### src/rtl/bridge_fc_monitor_if.sv
// Status and flow-control bundle between the PCIe core fc/status port and the
// bridge control block. Everything here is level-sampled status with no handshake.
interface bridge_fc_monitor_if #(
    parameter int HDR_W  = 8,
    parameter int DATA_W = 12
);
    logic              Ctrl_Link_Up;
    logic [HDR_W-1:0]  Ctrl_fc_ph;
    logic [DATA_W-1:0] Ctrl_fc_pd;
    logic [HDR_W-1:0]  Ctrl_fc_nph;
    logic [DATA_W-1:0] Ctrl_fc_npd;
    logic [HDR_W-1:0]  Ctrl_fc_cplh;
    logic [DATA_W-1:0] Ctrl_fc_cpld;
    logic [2:0]        Ctrl_fc_sel;
    logic              Ctrl_Bridge_RST;
    logic              Ctrl_Bridge_Ready;
    logic [5:0]        Ctrl_Tx_FC;
    logic [5:0]        Ctrl_Stall;
    logic [1:0]        dbg_state;

    modport slave (
        input  Ctrl_Link_Up, Ctrl_fc_ph, Ctrl_fc_pd, Ctrl_fc_nph,
               Ctrl_fc_npd, Ctrl_fc_cplh, Ctrl_fc_cpld,
        output Ctrl_fc_sel, Ctrl_Bridge_RST, Ctrl_Bridge_Ready,
               Ctrl_Tx_FC, Ctrl_Stall, dbg_state
    );

    modport master (
        output Ctrl_Link_Up, Ctrl_fc_ph, Ctrl_fc_pd, Ctrl_fc_nph,
               Ctrl_fc_npd, Ctrl_fc_cplh, Ctrl_fc_cpld,
        input  Ctrl_fc_sel, Ctrl_Bridge_RST, Ctrl_Bridge_Ready,
               Ctrl_Tx_FC, Ctrl_Stall, dbg_state
    );
endinterface

### src/rtl/bridge_fc_monitor.sv
// Bridge bring-up sequencer plus credit-to-permit hysteresis and per-channel
// credit starvation monitor.
module bridge_fc_monitor #(
    parameter int HDR_W         = 8,
    parameter int DATA_W        = 12,
    parameter int HDR_HI        = 8,
    parameter int HDR_LO        = 4,
    parameter int DATA_HI       = 32,
    parameter int DATA_LO       = 16,
    parameter int SETTLE_CYCLES = 16,
    parameter int STALL_LIMIT   = 1024,
    parameter int STALL_W       = 11
) (
    input logic           Ctrl_CLK,
    input logic           Ctrl_RST,
    bridge_fc_monitor_if.slave bus
);

    typedef enum logic [1:0] {
        RST_S     = 2'd0,
        WAIT_LINK = 2'd1,
        SETTLE    = 2'd2,
        READY     = 2'd3
    } state_t;

    localparam int SET_W = $clog2(SETTLE_CYCLES + 1);

    localparam logic [HDR_W-1:0]   HDR_HI_V  = HDR_W'(HDR_HI);
    localparam logic [HDR_W-1:0]   HDR_LO_V  = HDR_W'(HDR_LO);
    localparam logic [DATA_W-1:0]  DATA_HI_V = DATA_W'(DATA_HI);
    localparam logic [DATA_W-1:0]  DATA_LO_V = DATA_W'(DATA_LO);
    localparam logic [SET_W-1:0]   SET_LAST  = SET_W'(SETTLE_CYCLES - 1);
    localparam logic [STALL_W-1:0] LIMIT_V   = STALL_W'(STALL_LIMIT);

    state_t             state, state_nxt;
    logic [SET_W-1:0]   settle_cnt, settle_cnt_nxt;
    logic               link_q;
    logic [HDR_W-1:0]   ph_q, nph_q, cplh_q;
    logic [DATA_W-1:0]  pd_q, npd_q, cpld_q;
    logic               bridge_rst_q, ready_q;
    logic [5:0]         tx_fc_q;
    logic [STALL_W-1:0] stall_cnt [6];
    logic [5:0]         stall_flag;

    function automatic logic hyst_h(input logic [HDR_W-1:0] c, input logic old);
        if (c >= HDR_HI_V) return 1'b1;
        if (c < HDR_LO_V)  return 1'b0;
        return old;
    endfunction

    function automatic logic hyst_d(input logic [DATA_W-1:0] c, input logic old);
        if (c >= DATA_HI_V) return 1'b1;
        if (c < DATA_LO_V)  return 1'b0;
        return old;
    endfunction

    // Stage 1: register link status and all credit inputs.
    always_ff @(posedge Ctrl_CLK) begin
        if (Ctrl_RST) begin
            link_q <= 1'b0;
            ph_q   <= '0;
            pd_q   <= '0;
            nph_q  <= '0;
            npd_q  <= '0;
            cplh_q <= '0;
            cpld_q <= '0;
        end else begin
            link_q <= bus.Ctrl_Link_Up;
            ph_q   <= bus.Ctrl_fc_ph;
            pd_q   <= bus.Ctrl_fc_pd;
            nph_q  <= bus.Ctrl_fc_nph;
            npd_q  <= bus.Ctrl_fc_npd;
            cplh_q <= bus.Ctrl_fc_cplh;
            cpld_q <= bus.Ctrl_fc_cpld;
        end
    end

    always_ff @(posedge Ctrl_CLK) begin
        if (Ctrl_RST) begin
            state      <= RST_S;
            settle_cnt <= '0;
        end else begin
            state      <= state_nxt;
            settle_cnt <= settle_cnt_nxt;
        end
    end

    // Losing the link beats settle completion so a flapping link never reaches READY.
    always_comb begin
        state_nxt      = state;
        settle_cnt_nxt = settle_cnt;
        case (state)
            RST_S: state_nxt = WAIT_LINK;
            WAIT_LINK: begin
                if (link_q) begin
                    state_nxt      = SETTLE;
                    settle_cnt_nxt = '0;
                end
            end
            SETTLE: begin
                if (!link_q) begin
                    state_nxt = WAIT_LINK;
                end else if (settle_cnt == SET_LAST) begin
                    state_nxt = READY;
                end else begin
                    settle_cnt_nxt = settle_cnt + 1'b1;
                end
            end
            READY: begin
                if (!link_q) state_nxt = WAIT_LINK;
            end
            default: state_nxt = RST_S;
        endcase
    end

    always_ff @(posedge Ctrl_CLK) begin
        if (Ctrl_RST) begin
            bridge_rst_q <= 1'b0;
            ready_q      <= 1'b0;
        end else begin
            bridge_rst_q <= (state_nxt == SETTLE) || (state_nxt == READY);
            ready_q      <= (state_nxt == READY);
        end
    end

    // The permit register doubles as hysteresis state, so leaving READY wipes it.
    always_ff @(posedge Ctrl_CLK) begin
        if (Ctrl_RST || state_nxt != READY) begin
            tx_fc_q <= '0;
        end else begin
            tx_fc_q <= {hyst_d(cpld_q, tx_fc_q[5]), hyst_h(cplh_q, tx_fc_q[4]),
                        hyst_d(npd_q,  tx_fc_q[3]), hyst_h(nph_q,  tx_fc_q[2]),
                        hyst_d(pd_q,   tx_fc_q[1]), hyst_h(ph_q,   tx_fc_q[0])};
        end
    end

    for (genvar i = 0; i < 6; i++) begin : g_stall
        always_ff @(posedge Ctrl_CLK) begin
            if (Ctrl_RST || state_nxt != READY || tx_fc_q[i]) begin
                stall_cnt[i] <= '0;
            end else if (state == READY && stall_cnt[i] != LIMIT_V) begin
                stall_cnt[i] <= stall_cnt[i] + 1'b1;
            end
        end
        assign stall_flag[i] = (stall_cnt[i] == LIMIT_V);
    end

    assign bus.Ctrl_fc_sel       = 3'b100;
    assign bus.Ctrl_Bridge_RST   = bridge_rst_q;
    assign bus.Ctrl_Bridge_Ready = ready_q;
    assign bus.Ctrl_Tx_FC        = tx_fc_q;
    assign bus.Ctrl_Stall        = stall_flag;
    assign bus.dbg_state         = state;

endmodule
### src/flat_wrapper.sv
// flat-port wrapper written by rule: the top's interface ports become plain ports
module bridge_fc_monitor_flat 
#(
    parameter int HDR_W         = 8,
    parameter int DATA_W        = 12,
    parameter int HDR_HI        = 8,
    parameter int HDR_LO        = 4,
    parameter int DATA_HI       = 32,
    parameter int DATA_LO       = 16,
    parameter int SETTLE_CYCLES = 16,
    parameter int STALL_LIMIT   = 1024,
    parameter int STALL_W       = 11
)
  (Ctrl_CLK, Ctrl_RST, bus_Ctrl_Link_Up, bus_Ctrl_fc_ph, bus_Ctrl_fc_pd, bus_Ctrl_fc_nph, bus_Ctrl_fc_npd, bus_Ctrl_fc_cplh, bus_Ctrl_fc_cpld, bus_Ctrl_fc_sel, bus_Ctrl_Bridge_RST, bus_Ctrl_Bridge_Ready, bus_Ctrl_Tx_FC, bus_Ctrl_Stall, bus_dbg_state);
  bridge_fc_monitor_if #(.HDR_W(HDR_W), .DATA_W(DATA_W)) bus_i ();
  input logic Ctrl_CLK;
  input logic Ctrl_RST;
  input wire logic [$bits(bus_i.Ctrl_Link_Up)-1:0] bus_Ctrl_Link_Up;
  input wire logic [$bits(bus_i.Ctrl_fc_ph)-1:0] bus_Ctrl_fc_ph;
  input wire logic [$bits(bus_i.Ctrl_fc_pd)-1:0] bus_Ctrl_fc_pd;
  input wire logic [$bits(bus_i.Ctrl_fc_nph)-1:0] bus_Ctrl_fc_nph;
  input wire logic [$bits(bus_i.Ctrl_fc_npd)-1:0] bus_Ctrl_fc_npd;
  input wire logic [$bits(bus_i.Ctrl_fc_cplh)-1:0] bus_Ctrl_fc_cplh;
  input wire logic [$bits(bus_i.Ctrl_fc_cpld)-1:0] bus_Ctrl_fc_cpld;
  output wire logic [$bits(bus_i.Ctrl_fc_sel)-1:0] bus_Ctrl_fc_sel;
  output wire logic [$bits(bus_i.Ctrl_Bridge_RST)-1:0] bus_Ctrl_Bridge_RST;
  output wire logic [$bits(bus_i.Ctrl_Bridge_Ready)-1:0] bus_Ctrl_Bridge_Ready;
  output wire logic [$bits(bus_i.Ctrl_Tx_FC)-1:0] bus_Ctrl_Tx_FC;
  output wire logic [$bits(bus_i.Ctrl_Stall)-1:0] bus_Ctrl_Stall;
  output wire logic [$bits(bus_i.dbg_state)-1:0] bus_dbg_state;
  assign bus_i.Ctrl_Link_Up = bus_Ctrl_Link_Up;
  assign bus_i.Ctrl_fc_ph = bus_Ctrl_fc_ph;
  assign bus_i.Ctrl_fc_pd = bus_Ctrl_fc_pd;
  assign bus_i.Ctrl_fc_nph = bus_Ctrl_fc_nph;
  assign bus_i.Ctrl_fc_npd = bus_Ctrl_fc_npd;
  assign bus_i.Ctrl_fc_cplh = bus_Ctrl_fc_cplh;
  assign bus_i.Ctrl_fc_cpld = bus_Ctrl_fc_cpld;
  assign bus_Ctrl_fc_sel = bus_i.Ctrl_fc_sel;
  assign bus_Ctrl_Bridge_RST = bus_i.Ctrl_Bridge_RST;
  assign bus_Ctrl_Bridge_Ready = bus_i.Ctrl_Bridge_Ready;
  assign bus_Ctrl_Tx_FC = bus_i.Ctrl_Tx_FC;
  assign bus_Ctrl_Stall = bus_i.Ctrl_Stall;
  assign bus_dbg_state = bus_i.dbg_state;
  bridge_fc_monitor #(.HDR_W(HDR_W), .DATA_W(DATA_W), .HDR_HI(HDR_HI), .HDR_LO(HDR_LO), .DATA_HI(DATA_HI), .DATA_LO(DATA_LO), .SETTLE_CYCLES(SETTLE_CYCLES), .STALL_LIMIT(STALL_LIMIT), .STALL_W(STALL_W)) u_core (.Ctrl_CLK(Ctrl_CLK), .Ctrl_RST(Ctrl_RST), .bus(bus_i));
endmodule
### config.mk
export PLATFORM = sky130hd
export DESIGN_NAME = bridge_fc_monitor_flat
export DESIGN_NICKNAME = d
export VERILOG_FILES = /design/src/rtl/bridge_fc_monitor_if.sv /design/src/rtl/bridge_fc_monitor.sv /design/src/flat_wrapper.sv
export SDC_FILE = /design/constraint.sdc
export NUM_CORES = 1
export LEC_CHECK = 0
export CORE_ASPECT_RATIO = 1.2
export CORE_MARGIN = 5
export CORE_UTILIZATION = 54
export DETAILED_ROUTE_END_ITERATION = 6
export PLACE_DENSITY = 0.82
export SETUP_SLACK_MARGIN = 0.02
export SYNTH_ARGS = -nofsm -noshare
export SYNTH_HDL_FRONTEND = slang
export SYNTH_SLANG_ARGS = --single-unit
### constraint.sdc
create_clock -name Ctrl_CLK -period 2.65 [get_ports Ctrl_CLK]
set_input_delay 0.53 -clock Ctrl_CLK [delete_from_list [all_inputs] [get_ports Ctrl_CLK]]
set_output_delay 0.53 -clock Ctrl_CLK [all_outputs]
set_load 0.02 [all_outputs]
* Yosys cells after proc, flatten, opt, wreduce, memory -nomap -nowiden
Memory sizes are Yosys's and may differ from the RTL's.
Cells that the tools add are included.
** Word-level totals
- Register bits after elaboration :: 76
- RAM bits :: 66
- Bits of input ports :: 63
- Output and inout bits :: 19
- Logic and storage cells :: 187
- Memories :: 1
** Memories
- u_core.stall_cnt :: depth 6, bits a word 11, read ports 6, clocked after Yosys merged registers in 0, write ports 6, RTL line bridge_fc_monitor.sv:42 : logic [STALL_W-1:0] stall_cnt [6];
** Operators by class
- Add/sub/neg operators :: 7
- $lt $le $gt $ge :: 12
- Equality and inequality tests :: 22
- Mux-type cells :: 99
- Bitwise gates (word level) :: 6
- Reductions and logical operators :: 23
** Operator list (count)
- two-way mux 1 bit :: 84
- adder 11 x 1 -> 11 bit (second input constant) :: 6
- == test 11 bit (second input constant) :: 6
- two-way mux 11 bit :: 6
- != test 11 bit (second input constant) :: 6
- >= comparator 12 x 6 -> 1 bit (second input constant) :: 3
- < comparator 12 x 5 -> 1 bit (second input constant) :: 3
- >= comparator 8 x 4 -> 1 bit (second input constant) :: 3
- < comparator 8 x 3 -> 1 bit (second input constant) :: 3
- two-way mux 5 bit :: 3
- nonzero test 2 bit :: 7
- one-hot mux 5 bit (2 select lines) :: 1
- == test 2 bit (second input constant) :: 4
- logical OR 1 bit :: 8
- two-way mux 2 bit :: 4
- one-hot mux 2 bit (4 select lines) :: 1
- logical AND 1 bit :: 6
- bitwise OR 1 bit :: 6
- adder 5 x 1 -> 5 bit (second input constant) :: 1
- == test 5 x 4 -> 1 bit (second input constant) :: 1
- != test 2 x 1 -> 1 bit (second input constant) :: 2
- != test 2 bit (second input constant) :: 2
- AND reduction 4 bit :: 1
- == test 2 x 1 -> 1 bit (second input constant) :: 1
- zero test 2 bit :: 1

* Logic depth before layout (Yosys ltp)
Gate-level depths: netlist (run 1).
- Depth in word-level cells :: 11
- Depth in mapped cells :: 7
- Gate-level depth less buffers :: 6

* Worst setup path before layout (run 1)
OpenSTA, ideal clock, no wires.
- Kind :: flip-flop to flip-flop
- Start point :: memory u_core.stall_cnt[2][0] (netlist: u_core.stall_cnt[1][0])
- End point :: memory u_core.stall_cnt[2][0] (netlist: u_core.stall_cnt[1][0]), enable pin
- Data arrival time :: 1.862 ns
- Slack :: 0.394 ns
- Stages on the path, launching flop included :: 6
- Buffers on the path :: 0
- Clock period less this slack :: 2.256 ns
- Cell sequence :: edfxtp_1 -> inv_1 -> ha_1 -> and2_1 -> and3_1 -> o21ai_0
** RTL lines (RTL line)
- start, declared :: bridge_fc_monitor.sv:42

==> results_dict.tcl, run 1 <==
set metrics [dict create \
    outcome "completed" \
    grt.busiest_layer "met2" \
    max_freq_mhz 410 \
    track_usage 0.206 \
    worstPathCellList "nor4_2 -> and3_1 -> dlygate4sd2_1" \
    synth_area_leader_cell "edfxtp_1" \
    path_clk_slew_ps 60 \
    num_io_pins 82 \
    clk_latency_ps 420 \
    viasPerCell 5.88 \
    drv_cap 0 \
    timing.rr.start "u_core.settle_cnt[0]$_SDFFE_PP0P_" \
    endpoint_kind "output pin" \
    cts_sinks 124 \
    clock-root-buffer "clkbuf_16" \
    crit_type "flop to output pin" \
    synth_cells 535 \
    start_util 0.555 \
    setup_violations 0 \
    synth-xor-area-share 0.0281 \
    nets 683 \
    grt_pass1_vias 4380 \
    ctsHoldBuffers 0 \
    syn_avg_cell_area_um2 10.5 \
    cp_slowest_cell "edfxtp_1" \
    cp.depth 3 \
    ant_nets 0 \
    grt_pass1_wl_um 20200 \
    leakage_nw 2.51 \
    synth-seq-cells 124 \
    drcViolationCount 0 \
    irDropWorstVdd_uv 456 \
    holdWs_ps 399 \
    die_h_um 122 \
    synth_top_cell_area_share 0.353 \
    postLayoutCoreUtil 0.694 \
    grt_max_degree 41 \
    crit_family "simple AND/OR/NAND/NOR gates" \
    finalHoldViolCount 0 \
    drt-total-wl_um 12300 \
    numCtsBuffers 17 \
    synth_edf_count 66 \
    cp-start-kind "flop" \
    htreeDepth 4 \
    powerDensity_nw_per_um2 660 \
    rsz0062_at_grt "no" \
    first_pass_iters 5 \
    rows 40 \
    synth_top_family_by_area "simple AND/OR/NAND/NOR gates" \
    cpPeakStageDelay_ps 500 \
    report.final.slew_viol_count 0 \
    holdPathStages 2 \
    clock_path_buffers 2 \
    cts_tree "built" \
    num_vias 4384 \
    use_met3 0.0596 \
    hold_class "primary input to flop" \
    syn_to_final_growth_pct 25.0 \
    r2r_cells 8 \
    antenna_found_initial 0 \
    fillers 747 \
    period_share 0.921 \
    drive_gt1_frac 0.0953 \
    crit_required_ps 2120 \
    port-buffer-count 60 \
    period_minus_slack_ps 2440 \
    syn_area_um2 5620 \
    fp.dieW_um 103 \
    synth-adder-area-share 0.0312 \
    hp-start "Ctrl_RST" \
    yosys-top-cells-area "edfxtp_1 35%, dfxtp_1 21%, nor2b_1 4.8%, a21oi_1 3.9%, ha_1 3.1%" \
    synth_compound_area_frac 0.106 \
    core-area_um2 10100 \
    fin_area_um2 7020 \
    seq_area_frac_synth 0.560 \
    globalRouteMet1Util 0.227 \
    overflow 0 \
    synthMuxAreaShare 0.00535 \
    synth_simple_gate_area_frac 0.229 \
    diodes 0 \
    setup.worst_path.start "u_core.stall_cnt[1][6]$_SDFFCE_PN0P_" \
    yosysWarnings 0 \
    wl_per_cell_um 16.5 \
    dpl-instance-area_um2 6330 \
    drtIter0Drc 407 \
    grt_use_met2 0.366 \
    crit_path_max_fanout 7 \
    dp_hpwl_um 8160 \
    ys.flop_type "edfxtp_1" \
    worstPathArrival_ps 1910 \
    netlist-cell-type-count 40 \
    async_reset_ff_frac 0 \
    die_area_um2 12500 \
    tns_ps 0 \
    globalplace.congestion 0.849 \
    fin_skew_ps 14.2 \
    critPathBufInv 1 \
]
[cells by family (layout without fill, tap and decap cells)]
kind of cell	after synthesis	count (layout)
AOI/OAI and AO/OA	101	101
adders and majority gates	14	14
other	2	3
buffers and inverters	51	134
xor gates and xnor gates	18	18
DFF	124	124
muxes	3	3
and+or+nand+nor	222	222
[cell usage after synthesis (9+ instances only)]
cell	number
nand4_1	11
or4_1	14
nand3_1	27
edfxtp_1	66
dfxtp_1	58
buf_2	11
nor3_1	10
o21ai_0	28
nand2_1	19
inv_1	29
or3_1	19
o31ai_1	14
nor4_1	18
nor2_1	34
xor2_1	9
nor2b_1	43
ha_1	14
xnor2_1	9
a21oi_1	44
[routing by layer]
| layer | part of all wire | vias up |
|---|---|---|
| met5 | 0 | - |
| met4 | 0.020 | 0 |
| met3 | 0.063 | 28 |
| met2 | 0.54 | 168 |
| met1 | 0.38 | 2086 |
| li1 | - | 2102 |
[cell type report]
| type | count | area [um2] | share of cell area |
|---|---|---|---|
| Sequential cell | 124 | 3140 | 0.448 |
| Timing Repair Buffer | 73 | 686 | 0.0977 |
| Inverter | 29 | 109 | 0.0155 |
| Clock buffer | 20 | 468 | 0.0667 |
| Tap cell | 126 | 158 | 0.0225 |
| Multi-Input combinational cell | 361 | 2300 | 0.327 |
| Clock inverter | 12 | 159 | 0.0226 |
[registers in the layout, indices dropped and copies added (netlist names)]
signal / cells
u_core.cplh_q: 6
u_core.bus.Ctrl_Bridge_Ready: 1
u_core.bus.Ctrl_Bridge_RST: 1
u_core.bus.Ctrl_Tx_FC: 6
u_core.bus.dbg_state: 2
u_core.npd_q: 8
u_core.stall_cnt: 66
u_core.settle_cnt: 5
u_core.link_q: 1
u_core.cpld_q: 8
u_core.ph_q: 6
u_core.pd_q: 8
u_core.nph_q: 6
[metrics by stage]
| stage | setup WS (ps) | std cells | power [mW] |
|---|---|---|---|
| floorplan | 394 | 536 | 2.17 |
| global placement | 360 | 710 | 2.25 |
| global route | 117 | 745 | 4.77 |
| finish | 210 | 745 | 4.63 |
| detailed placement | 382 | 710 | 2.25 |
| CTS | 246 | 745 | 4.65 |
[path summary, 6_finish.rpt]
| check | endpoint | slack [ps] |
|---|---|---|
| worst max-delay path | bus_Ctrl_Stall[2] | 210 |
| worst min-delay path | u_core.nph_q[7]$_SDFF_PP0_ | 400 |
| worst max register to register | u_core.stall_cnt[1][0]$_SDFFCE_PN0P_ | 580 |
| worst min register to register | u_core.bus.Ctrl_Tx_FC[5]$_SDFFE_PP0P_ | 470 |
[power by group]
part           internal, mW  switching (mW)
registers              2.05          0.0230
logic                0.0912          0.0551
clock network          1.57           0.853
[cell usage in the layout, fill, tap and decap left out, drive strengths merged, types with 9 or more instances in the layout]
cell            n
or3            22
nand2          19
clkdlybuf4s50  53
dfxtp          58
xnor2           9
nand3          27
nor2b          43
nor3           10
ha             14
o21ai          29
clkbuf         21
xor2            9
edfxtp         66
nand4          13
a21oi          44
buf            13
or4            14
nor2           34
o31ai          14
inv            32
nor4           18
[what timing repair did]
item                                    4_1_cts  5_1_grt
buffers inserted                              3        0
resized for setup                            13        0
endpoints found under the setup margin        6        0
No activity file was read; power rests on OpenSTA's default activity.
==> run 2: changes to the inputs <==
PLACE_DENSITY = 0.79   (was 0.82)
SLEW_MARGIN = 20   (was unset)
==> run 2 against run 1 <==
Net effect:
- clock skew decreased by 7.5 ps
- wire length decreased by 0.69%
- power decreased by 5.8%
- non-clock buffer count increased by 2
- via count increased by 0.23%
- fmax decreased by 4.8%
- cell area decreased by 0.43%
- clock power decreased by 11%
- global-route usage decreased by 0.50 points
- largest power group unchanged
==> results_dict.tcl, run 2 (synthesis gave the netlist of run 1 again) <==
set metrics [dict create \
    overflow 0 \
    drive_gt1_frac 0.0966 \
    leakage_nw 2.50 \
    wl_per_cell_um 16.4 \
    drt-total-wl_um 12200 \
    fin_area_um2 6990 \
    antenna_found_initial 1 \
    grt.busiest_layer "met2" \
    rsz0062_at_grt "no" \
    cp-start-kind "flop" \
    switchingPower_uw 851 \
    endpoint_kind "output pin" \
    num_vias 4394 \
    finalHoldViolCount 0 \
    drv_cap 0 \
    fp.dieW_um 103 \
    max_freq_mhz 390 \
    internal_power_mw 3.51 \
    switching_share 0.195 \
    tns_ps 0 \
    diodes 0 \
    drcViolationCount 0 \
    worstReg2RegEnd "u_core.stall_cnt[0][18]$_SDFFCE_PN0P_" \
    grt_pass1_wl_um 19800 \
    port-buffer-count 60 \
    power_frac_clock 0.492 \
    dp_hpwl_um 8250 \
    use_met3 0.0682 \
    fin_skew_ps 6.67 \
    dpl-instance-area_um2 6330 \
    num_io_pins 82 \
    clock-root-buffer "clkbuf_16" \
    rrSetupSlack_ps 510 \
    period_minus_slack_ps 2560 \
    post-place-ws_ps 353 \
    nets 685 \
    start_util 0.555 \
    first_pass_iters 5 \
    track_usage 0.201 \
    crit_type "flop to output pin" \
    cts_tree "built" \
    numCtsBuffers 17 \
    grt_pass1_vias 4309 \
    hold_class "primary input to flop" \
    htreeDepth 4 \
    holdPathStages 2 \
    most-common-layout-cells "66 x edfxtp_1, 58 x dfxtp_1, 54 x clkdlybuf4s50_1, 44 x a21oi_1, 43 x nor2b_1" \
    grt_max_degree 39 \
    outcome "completed" \
    viasPerCell 5.88 \
    total_power_mw 4.36 \
    clk_latency_ps 410 \
    cts_sinks 124 \
    globalRouteMet1Util 0.229 \
    crit_path_max_fanout 4 \
    rows 40 \
    globalplace.congestion 0.870 \
    ctsHoldBuffers 0 \
    die_area_um2 12500 \
    largest_reg_flops 66 \
    hold-path-endpoint "u_core.nph_q[5]$_SDFF_PP0_" \
    hp-start "Ctrl_RST" \
    ant_nets 0 \
    period_share 0.967 \
    drtIter0Drc 278 \
    worstPathArrival_ps 2030 \
    p_comb_frac 0.033 \
    crit_required_ps 2120 \
    syn_to_final_growth_pct 24.5 \
    path_clk_slew_ps 50 \
    p_seq_frac 0.474 \
    irDropWorstVdd_uv 449 \
    core-area_um2 10100 \
    regMostFlops "u_core.stall_cnt" \
    powerDensity_nw_per_um2 624 \
    report.final.slew_viol_count 0 \
    layout_commonest_cell "edfxtp_1" \
    worst_slack_ps 87.7 \
    clock_path_buffers 2 \
    timing.rr.start "u_core.settle_cnt[0]$_SDFFE_PP0P_" \
    r2r_cells 8 \
    setup_violations 0 \
    die_h_um 122 \
    grt_use_met2 0.343 \
]
## run 2: critical path, stage by stage, from the launching register on
cell and delay (ps):
edfxtp_1 470, nor4_2 330, and3_1 220, clkdlybuf4s50_1 610
## run 2: area by class of cell
cell class / instances / area, um2
Clock inverter: 5 / 26.3
Sequential cell: 124 / 3140
Tap cell: 126 / 158
Clock buffer: 27 / 536
Fill cell: 758 / 3120
Timing Repair Buffer: 75 / 702
Inverter: 29 / 109
Multi-Input combinational cell: 361 / 2320
## run 2: metal layers
metal / wire (um) / vias up
li1: - / 2109
met1: 4710 / 2111
met2: 6480 / 149
met3: 820 / 23
met4: 208 / 2
met5: 17 / -
## run 2: through the flow
stage / std cells / hold slack, ps / utilization
4_1_cts: 743 / 427 / 0.688
5_1_grt: 747 / 438 / 0.691
3_3_place_gp: 710 / 457 / 0.627
6_report: 747 / 430 / 0.691
3_5_place_dp: 710 / 464 / 0.627
2_1_floorplan: 536 / 445 / -
## run 2: worst max path at each step
stage                                          start                                   end  slack, ps  cells past startpoint
6_report       u_core.stall_cnt[2][17]$_SDFFCE_PN0P_                     bus_Ctrl_Stall[5]         90                      3
5_1_grt        u_core.stall_cnt[2][17]$_SDFFCE_PN0P_                     bus_Ctrl_Stall[5]         30                      3
4_1_cts        u_core.stall_cnt[2][15]$_SDFFCE_PN0P_                     bus_Ctrl_Stall[5]         30                      3
3_5_place_dp    u_core.stall_cnt[0][2]$_SDFFCE_PN0P_                     bus_Ctrl_Stall[0]        350                      3
3_3_place_gp   u_core.stall_cnt[1][13]$_SDFFCE_PN0P_                     bus_Ctrl_Stall[3]        370                      3
2_1_floorplan   u_core.stall_cnt[1][0]$_SDFFCE_PN0P_  u_core.stall_cnt[1][0]$_SDFFCE_PN0P_        390                      5
## run 2: timing repair
item                       CTS  global route
setup buffers                1             4
setup endpoints to repair    6             1
resized for setup           14             1
## run 2: power groups by stage
stage	Sequential (mW)	Clock (mW)	Combinational [mW]
after global placement	2.10	0	0.143
after floorplan	2.10	0	0.0722
after detailed placement	2.11	0	0.145
final	2.07	2.15	0.146
after global routing	2.07	2.27	0.159
after CTS	2.07	2.16	0.147
==> RTL edit, RTL diff (settings of run 1) <==
`HDR_W` is set to 8 in 3 places; all go to 7.
--- a/src/rtl/bridge_fc_monitor_if.sv
+++ b/src/rtl/bridge_fc_monitor_if.sv
@@ -2,5 +2,5 @@
 // bridge control block. Everything here is level-sampled status with no handshake.
 interface bridge_fc_monitor_if #(
-    parameter int HDR_W  = 8,
+    parameter int HDR_W  = 7,
     parameter int DATA_W = 12
 );
--- a/src/rtl/bridge_fc_monitor.sv
+++ b/src/rtl/bridge_fc_monitor.sv
@@ -2,5 +2,5 @@
 // credit starvation monitor.
 module bridge_fc_monitor #(
-    parameter int HDR_W         = 8,
+    parameter int HDR_W         = 7,
     parameter int DATA_W        = 12,
     parameter int HDR_HI        = 8,
--- a/src/flat_wrapper.sv
+++ b/src/flat_wrapper.sv
@@ -2,5 +2,5 @@
 module bridge_fc_monitor_flat 
 #(
-    parameter int HDR_W         = 8,
+    parameter int HDR_W         = 7,
     parameter int DATA_W        = 12,
     parameter int HDR_HI        = 8,
Interface: changed (resized bus_Ctrl_fc_cplh, bus_Ctrl_fc_nph and bus_Ctrl_fc_ph); port bits go from 82 to 79. No check against the original RTL was run, so the function may have changed too.
==> RTL edit against run 1 <==
Die area decreased by 1.1%; total power fell by 4.1%; highest routed layer unchanged; area after synthesis fell by 1.2%; via count down 1.1%; global-route usage fell by 0.79 points; worst setup slack improved by 0.067 ns; wire length decreased by 5.3%; sequential share of layout area fell by 0.41 points; sequential cell count is 3 lower; final area shrank 1.0%.
==> RTL edit: results (changes against run 1) <==
metric,value,unit,change
cts_buffer_depth,2,,unchanged
grt_max_degree,30,,-27%
slew_headroom,0.629,,
io_buffers,57,,-5.0%
synthArstFlopShare,0,,unchanged
ir_drop,0.595,mV,+31%
top_register,u_core.stall_cnt,,
ys_seq_area_frac,0.556,,-0.00401
synthFlopType,edfxtp_1,,
p_leak,2.46,nW,-1.9%
cp.arrival,1.84,ns,-0.07 ns
route.vias.total,4335,,-1.1%
period_share,0.896,,-0.0252
diodes,0,,unchanged
nets,674,,-1.3%
hp-class,flip-flop to flip-flop,,
synth_common_cells,"edfxtp_1 (66), dfxtp_1 (55), a21oi_1 (41)",,
cts_made_buffers,17,,unchanged
grt_pass1_wl,19100,um,-5.2%
gp_congestion,0.850,,+0.18%
startpoint,u_core.stall_cnt[1][16],,
place_area,0.00625,mm^2,-1.4%
crit_end,bus_Ctrl_Stall[3],,
cts.sink_count,121,,-2.4%
dp_hpwl,7720,um,-5.3%
grt_pass1_vias,4109,,-6.2%
rr_worst_depth,7,,-1
synthTopCellsByArea,"edfxtp_1 (36%), dfxtp_1 (20%), nor2b_1 (4.5%), a21oi_1 (3.7%), ha_1 (3.2%)",,
drtIter0Drc,295,,-28%
rrSetupSlack,0.48,ns,-0.10 ns
dp_slack,0.315,ns,-0.0670 ns
drive_gt1_frac,0.106,,+0.0107
r2r_start,u_core.settle_cnt[0],,
wl_per_cell,15.8,um,-4.6%
cp_max_fo,6,,-1
yosys_warnings,0,,unchanged
outcome,"finished, final reports clean",,
cap_violations,0,,unchanged
synthDistinctLibCells,41,,+2.5%
rr_endpoint,u_core.stall_cnt[2][6],,
fin_skew,0.0164,ns,+0.00218 ns
track_usage,0.198,,-0.00791
-- RTL edit: final cells by class --
cell class	count	area, um^2
Fill cell	703	3110
Multi-Input combinational cell	359	2330
Inverter	29	109
Clock buffer	18	450
Sequential cell	121	3080
Tap cell	126	158
Timing Repair Buffer	72	679
Clock inverter	14	144
-- RTL edit: metal layers --
metal	up-vias	track usage	part of all wire
met5	-	0	0
met4	0	0.0689	0.021
met3	31	0.0679	0.069
met2	178	0.341	0.52
met1	2038	0.226	0.39
li1	2088	-	-
-- RTL edit: per-stage QoR --
| step | std cells | power (mW) | util | hold WS (ns) |
|---|---|---|---|---|
| final | 739 | 4.44 | 0.691 | 0.448 |
| after global routing | 739 | 4.58 | 0.691 | 0.478 |
| after CTS | 739 | 4.46 | 0.690 | 0.450 |
| after detailed placement | 701 | 2.20 | 0.621 | 0.441 |
| after global placement | 701 | 2.19 | 0.621 | 0.434 |
| after floorplan | 529 | 2.12 | - | 0.431 |
-- RTL edit: where the power goes --
part	internal, mW	switching [mW]
logic	0.0874	0.0525
registers	2.00	0.0217
clock network	1.44	0.846
total	3.52	0.920
-- RTL edit: repair_timing --
action / in CTS / in global routing
buffers inserted: 6 / 0
endpoints found under the setup margin: 6 / 1
gates resized for setup: 15 / 2
-- RTL edit: cells by family (layout without fill, tap and decap cells) --
group | after synthesis | in the layout | share of synthesized area
and+or+nand+nor | 223 | 223 | 0.235
buffers and inverters | 49 | 133 | 0.0379
adders and majority gates | 14 | 14 | 0.0316
muxes | 3 | 3 | 0.00541
xor gates and xnor gates | 18 | 18 | 0.0284
DFF | 121 | 121 | 0.556
AOI/OAI and AO/OA | 98 | 98 | 0.104
other | 2 | 3 | 0.00135
-- RTL edit: critical path, stage by stage, from the launching register on --
cell           delay, ns
edfxtp_1            0.48
nor4_2              0.36
and3_1              0.25
dlygate4sd2_1       0.35
-- RTL edit: how the worst min path moves through the flow --
stage / from / endpoint / slack [ns] / cells past startpoint
finish: u_core.cplh_q[2] / u_core.bus.Ctrl_Tx_FC[4] / 0.45 / 2
global placement: u_core.nph_q[2] / u_core.bus.Ctrl_Tx_FC[2] / 0.43 / 2
floorplan: u_core.ph_q[2] / u_core.bus.Ctrl_Tx_FC[0] / 0.43 / 2
CTS: u_core.cplh_q[2] / u_core.bus.Ctrl_Tx_FC[4] / 0.45 / 2
detailed placement: u_core.cplh_q[2] / u_core.bus.Ctrl_Tx_FC[4] / 0.44 / 2
global route: u_core.nph_q[2] / u_core.bus.Ctrl_Tx_FC[2] / 0.48 / 2
